[config.mk]
export PLATFORM = sky130hd
export DESIGN_NAME = sos_cascade_tm
export DESIGN_NICKNAME = d
export VERILOG_FILES = /design/src/rtl/sos_cascade_tm.sv
export SDC_FILE = /design/constraint.sdc
export NUM_CORES = 2
export LEC_CHECK = 0
export ABC_CLOCK_PERIOD_IN_PS = 14800
export BUFFER_PORTS_ARGS = -buffer_cell sky130_fd_sc_hd__buf_4
export CELL_PAD_IN_SITES_DETAIL_PLACEMENT = 1
export CELL_PAD_IN_SITES_GLOBAL_PLACEMENT = 1
export CORE_UTILIZATION = 30
export DETAILED_ROUTE_END_ITERATION = 8
export GPL_ROUTABILITY_DRIVEN = 0
export GPL_TIMING_DRIVEN = 0
export PLACE_DENSITY_LB_ADDON = 0.1
export REMOVE_ABC_BUFFERS = 1
export SLEW_MARGIN = 0
export SYNTH_ARGS = -nofsm -noshare
export SYNTH_HDL_FRONTEND = slang
export SYNTH_SLANG_ARGS = --single-unit
[constraint.sdc]
create_clock -name clk -period 14.8 [get_ports clk]
set_input_delay 1.48 -clock clk [delete_from_list [all_inputs] [get_ports clk]]
set_output_delay 1.48 -clock clk [all_outputs]
set_load 0.02 [all_outputs]
[src/rtl/sos_cascade_tm.sv]
// Biquad cascade sharing one time-multiplexed MAC, runtime-loadable coefficients.
// Define SOS_CASCADE_SAT_EN for saturating stage outputs (default: wrap).
module sos_cascade_tm #(
  parameter int DATA_SIZE = 24,
  parameter int COEF_SIZE = 20,
  parameter int FRAC_BITS = 18,
  parameter int N_STAGES  = 2,
  parameter int ADDR_W    = $clog2(6*N_STAGES)
) (
  input  logic                 clk,
  input  logic                 reset,
  input  logic                 sample_trig,
  input  logic [DATA_SIZE-1:0] data_in,
  input  logic                 coef_we,
  input  logic [ADDR_W-1:0]    coef_addr,
  input  logic [COEF_SIZE-1:0] coef_wdata,
  output logic [DATA_SIZE-1:0] data_out,
  output logic                 filter_end,
  output logic                 busy,
  output logic                 overrun
);

  localparam int PROD_W = DATA_SIZE + COEF_SIZE;
  localparam int ACC_W  = DATA_SIZE + COEF_SIZE + 3;
  localparam int SW     = (N_STAGES > 1) ? $clog2(N_STAGES) : 1;
  localparam logic [SW-1:0] LAST = SW'(N_STAGES - 1);
  localparam logic signed [COEF_SIZE-1:0] ONE =
    {{(COEF_SIZE-FRAC_BITS-1){1'b0}}, 1'b1, {FRAC_BITS{1'b0}}};

  typedef enum logic [2:0] {
    IDLE,
    MAC,
    GAIN,
    UPDATE,
    DONE
  } state_t;

  state_t         state;
  logic [2:0]     mac_cnt;
  logic [SW-1:0]  stage;

  logic signed [COEF_SIZE-1:0] coef [N_STAGES][6];
  logic signed [DATA_SIZE-1:0] x1 [N_STAGES];
  logic signed [DATA_SIZE-1:0] x2 [N_STAGES];
  logic signed [DATA_SIZE-1:0] y1 [N_STAGES];
  logic signed [DATA_SIZE-1:0] y2 [N_STAGES];

  logic signed [DATA_SIZE-1:0] cur_x;
  logic signed [DATA_SIZE-1:0] y_reg;
  logic signed [DATA_SIZE-1:0] out_reg;
  logic signed [ACC_W-1:0]     acc;

  logic signed [COEF_SIZE-1:0] mul_c;
  logic signed [DATA_SIZE-1:0] mul_d;
  logic                        sub;
  logic signed [PROD_W-1:0]    prod;
  logic signed [ACC_W-1:0]     prod_x;
  logic signed [ACC_W-1:0]     acc_sh;
  logic signed [ACC_W-1:0]     g_sh;
  logic signed [DATA_SIZE-1:0] y_c;
  logic signed [DATA_SIZE-1:0] out_c;

  logic accept;
  logic wr_ok;

  assign accept = (state == IDLE) && !busy && sample_trig;
  assign wr_ok  = (state == IDLE) && !busy && !sample_trig && coef_we;

  always_comb begin
    mul_c = coef[stage][0];
    mul_d = cur_x;
    sub   = 1'b0;
    if (state == GAIN) begin
      mul_c = coef[stage][5];
      mul_d = y_c;
    end else begin
      unique case (mac_cnt)
        3'd1: begin
          mul_c = coef[stage][1];
          mul_d = x1[stage];
        end
        3'd2: begin
          mul_c = coef[stage][2];
          mul_d = x2[stage];
        end
        3'd3: begin
          mul_c = coef[stage][3];
          mul_d = y1[stage];
          sub   = 1'b1;
        end
        3'd4: begin
          mul_c = coef[stage][4];
          mul_d = y2[stage];
          sub   = 1'b1;
        end
        default: begin
          mul_c = coef[stage][0];
          mul_d = cur_x;
        end
      endcase
    end
  end

  assign prod   = mul_c * mul_d;
  assign prod_x = {{(ACC_W-PROD_W){prod[PROD_W-1]}}, prod};
  assign acc_sh = acc >>> FRAC_BITS;
  assign g_sh   = prod_x >>> FRAC_BITS;

`ifdef SOS_CASCADE_SAT_EN
  localparam logic signed [ACC_W-1:0] SAT_MAX =
    {{(ACC_W-DATA_SIZE+1){1'b0}}, {(DATA_SIZE-1){1'b1}}};
  localparam logic signed [ACC_W-1:0] SAT_MIN =
    {{(ACC_W-DATA_SIZE+1){1'b1}}, {(DATA_SIZE-1){1'b0}}};

  function automatic logic signed [DATA_SIZE-1:0] fmt(
    input logic signed [ACC_W-1:0] v
  );
    logic signed [ACC_W-1:0] r;
    r = v;
    if (v > SAT_MAX) r = SAT_MAX;
    if (v < SAT_MIN) r = SAT_MIN;
    return r[DATA_SIZE-1:0];
  endfunction

  assign y_c   = fmt(acc_sh);
  assign out_c = fmt(g_sh);
`else
  logic unused_hi;
  assign unused_hi = ^{acc_sh[ACC_W-1:DATA_SIZE], g_sh[ACC_W-1:DATA_SIZE]};
  assign y_c   = acc_sh[DATA_SIZE-1:0];
  assign out_c = g_sh[DATA_SIZE-1:0];
`endif

  always_ff @(posedge clk) begin
    if (!reset) begin
      state      <= IDLE;
      mac_cnt    <= 3'd0;
      stage      <= '0;
      busy       <= 1'b0;
      filter_end <= 1'b0;
      overrun    <= 1'b0;
      data_out   <= '0;
    end else begin
      filter_end <= 1'b0;
      if (sample_trig && busy) overrun <= 1'b1;
      unique case (state)
        IDLE: begin
          if (busy) begin
            busy <= 1'b0;
          end else if (sample_trig) begin
            busy    <= 1'b1;
            stage   <= '0;
            mac_cnt <= 3'd0;
            state   <= MAC;
          end
        end
        MAC: begin
          if (mac_cnt == 3'd4) begin
            mac_cnt <= 3'd0;
            state   <= GAIN;
          end else begin
            mac_cnt <= mac_cnt + 3'd1;
          end
        end
        GAIN: state <= UPDATE;
        UPDATE: begin
          mac_cnt <= 3'd0;
          if (stage == LAST) begin
            state <= DONE;
          end else begin
            stage <= stage + SW'(1);
            state <= MAC;
          end
        end
        DONE: begin
          data_out   <= cur_x;
          filter_end <= 1'b1;
          state      <= IDLE;
        end
        default: state <= IDLE;
      endcase
    end
  end

  always_ff @(posedge clk) begin
    if (!reset) begin
      cur_x   <= '0;
      y_reg   <= '0;
      out_reg <= '0;
      acc     <= '0;
      for (int s = 0; s < N_STAGES; s++) begin
        x1[s] <= '0;
        x2[s] <= '0;
        y1[s] <= '0;
        y2[s] <= '0;
      end
    end else begin
      unique case (state)
        IDLE: begin
          if (accept) cur_x <= data_in;
        end
        MAC: begin
          if (mac_cnt == 3'd0) acc <= prod_x;
          else if (sub)        acc <= acc - prod_x;
          else                 acc <= acc + prod_x;
        end
        GAIN: begin
          y_reg   <= y_c;
          out_reg <= out_c;
        end
        UPDATE: begin
          x2[stage] <= x1[stage];
          x1[stage] <= cur_x;
          y2[stage] <= y1[stage];
          y1[stage] <= y_reg;
          cur_x     <= out_reg;
        end
        default: ;
      endcase
    end
  end

  // Out-of-range addresses match no entry and fall through untouched.
  always_ff @(posedge clk) begin
    if (!reset) begin
      for (int s = 0; s < N_STAGES; s++) begin
        for (int i = 0; i < 6; i++) begin
          coef[s][i] <= (i == 0 || i == 5) ? ONE : '0;
        end
      end
    end else if (wr_ok) begin
      for (int s = 0; s < N_STAGES; s++) begin
        for (int i = 0; i < 6; i++) begin
          if (coef_addr == ADDR_W'(s*6 + i)) coef[s][i] <= coef_wdata;
        end
      end
    end
  end

endmodule

==> results.md <==
- Largest Register: coef
- FF-to-FF path depth: 43
- CTS max path bufs: 3
- Status: finished, final reports clean
- Setup crit start kind: flip-flop
- Clk_lat worst skew: 670 ps
- CTS sink cnt: 581
- Slowest stage delay, CP: 850 ps
- Asr flop ratio synth: 0
- Hold Fails Final Rpt: 0
- H-Tree Depth: 3
- Initial core utilization: 0.304
- Final net count: 5252
- Worst hold margin: 453 ps
- Vias: 32600
- Most used DFF post-synth: edfxtp_1
- Port Buffers: 78
- Worst Slack Setup Final: 961 ps
- Most used cell, CP: fa_1
- CP max FO: 24
- Drt first-iter violations: 1518
- Finished Core Util: 0.350
- Final slew viol count: 0
- TritonCTS clock tree: yes
- HP Class: reg2reg
- Row count: 141
- Initial antenna violation count: 2
- Via density: 4.92
- Syn avg cell area: 9.88 um2
- GRT Total Usage: 0.204
- Global-route wire length before repair: 232000 um
- RSZ-0062 raised after global routing: no
- Share of the synthesized area in the top cell type: 0.288
- Layout cells sized above 1: 0.0856
- Synth area leaders: edfxtp_1, fa_1, dfxtp_1
- Minimum clock period: 13840 ps
- Cell taking the most area after synthesis: edfxtp_1
- Clock Root Buffer: clkbuf_16
- Area Growth Syn to Fin: 15.4%
- Period utilization: 0.935
- Number of I/O pins: 79
- Yosys warning count: 0
- Worst hold path cell count: 2
- Antenna Nets Post-Route: 0
- Critical Path Sink Type: flip-flop
- CTS buffer count: 72
- Worst-path clk slew: 60 ps
- Vias in the first global route: 35600
- Rel. slew slack: 0.177
- Critical Path AT: 14420 ps
- Slew @ Worst Pin: 1230 ps
- Sequential area share after synthesis: 0.354
- Cell Area, Synth: 0.0451 mm2
- Die X-Extent: 390 um
- Mapped Cells: 4562
- Drt wl/cell: 23.1 um
- Critical path class: reg2reg
- CP Data Required Time: 15380 ps
- Drt drc: 0
- Count of final setup violators: 0
- Total Wirelength: 153000 um
- Max reg flops: 240
- Inst Count DP: 6491
- Place WS: 302 ps
- Slowest CP cell: o21a_1
- Largest net degree at the start of global routing: 95
- Skew final: 25.1 ps
- Post-DP HPWL: 114000 um
- Gr ovfl total: 0
- FMAX: 72.3 MHz
- Seq cells post-synth: 581
- Number of cells in the finished layout apart from fillers: 6628
- Die H: 390 um
- DIE AREA: 0.152 mm2
- Distinct cells, synth: 81
- Core Region: 0.148 mm2
- Maxcap violations: 0
- Fill cells: 16600
- Post-synth EDFFs: 432
- DRT Pass-1 Iters: 5
- Post-CTS Hold Buffers: 0
==> per-layer routing <==
| layer | GRT usage | vias to the layer above | wire, um |
|---|---|---|---|
| met4 | 0.0435 | 0 | 2620 |
| met5 | 0 | - | 0 |
| met1 | 0.271 | 16900 | 70300 |
| li1 | - | 15100 | - |
| met3 | 0.0218 | 130 | 4390 |
| met2 | 0.356 | 413 | 75800 |
==> final timing paths <==
kind	from	end	slack (ps)
worst min register to register	data_out[10]	data_out[10]	450
worst max-delay path	mac_cnt[2]	acc[41]	960
worst min-delay path	data_out[10]	data_out[10]	450
worst max register to register	mac_cnt[2]	acc[41]	960
==> synthesized netlist by cell type, types with 23 or more instances <==
| library cell | n |
|---|---|
| a211oi_1 | 66 |
| a21o_1 | 35 |
| a21oi_1 | 200 |
| a221oi_1 | 23 |
| a22oi_1 | 24 |
| a31oi_1 | 24 |
| and2_1 | 275 |
| clkbuf_1 | 209 |
| dfxtp_1 | 149 |
| edfxtp_1 | 432 |
| fa_1 | 477 |
| ha_1 | 159 |
| inv_1 | 603 |
| mux2i_1 | 189 |
| nand2_1 | 495 |
| nand2b_1 | 30 |
| nand3_1 | 23 |
| nor2_1 | 467 |
| nor2b_1 | 29 |
| nor3_1 | 40 |
| o21a_1 | 40 |
| o21ai_0 | 130 |
| o22ai_1 | 61 |
| xnor2_1 | 72 |
| xor2_1 | 38 |
==> critical path, delay by kind of cell, from the launching register on <==
kind            cells  cell delay (ps)
buf+inv             7             1140
xor+xnor            2              430
compound gates     14             3950
mux                 1              390
simple gates        9             2450
fa+ha+maj          10             4660
flops               1              640
==> layout make-up <==
| class | count | area [um2] | share of cell area |
|---|---|---|---|
| clock buffers | 102 | 2030 | 0.0390 |
| repair buffers | 167 | 2380 | 0.0458 |
| diodes | 2 | 5.00 | 0.0000963 |
| inverters | 606 | 2280 | 0.0439 |
| clock inverters | 32 | 314 | 0.00604 |
| well taps | 2002 | 2500 | 0.0482 |
| multi-input cells | 3136 | 26500 | 0.510 |
| flip-flops and latches | 581 | 16000 | 0.307 |
==> timing repair <==
item | in CTS | in global routing
resized for setup | 0 | 13
setup endpoints to repair | 0 | 1
buffers inserted | 0 | 1
==> logic make-up after synthesis <==
logic type | Yosys count | share of synthesized area
compound gates | 743 | 0.106
fa+ha+maj | 636 | 0.256
flops | 581 | 0.354
xor+xnor | 110 | 0.0214
simple gates | 1453 | 0.148
mux | 194 | 0.0432
buf+inv | 845 | 0.0711
==> layout by cell type, fill, tap and decap left out, drive strengths merged, types with 102 or more instances in the layout <==
cell type  count
inv          609
dfxtp        149
buf          167
o21ai        147
fa           477
clkbuf       102
and2         276
nand2        495
edfxtp       432
ha           159
a21oi        201
mux2i        189
nor2         467
==> per-stage QoR <==
stage                     TNS (ps)  instance area, um2
after CTS                        0               51900
after detailed placement         0               49600
final                            0               52000
after global placement     -555060               47200
after floorplan             -47670               44100
after global routing             0               52000
Power is left out: the tool's default activity adds up to more than one toggle a clock period on the data nets, which glitch-free logic cannot reach.
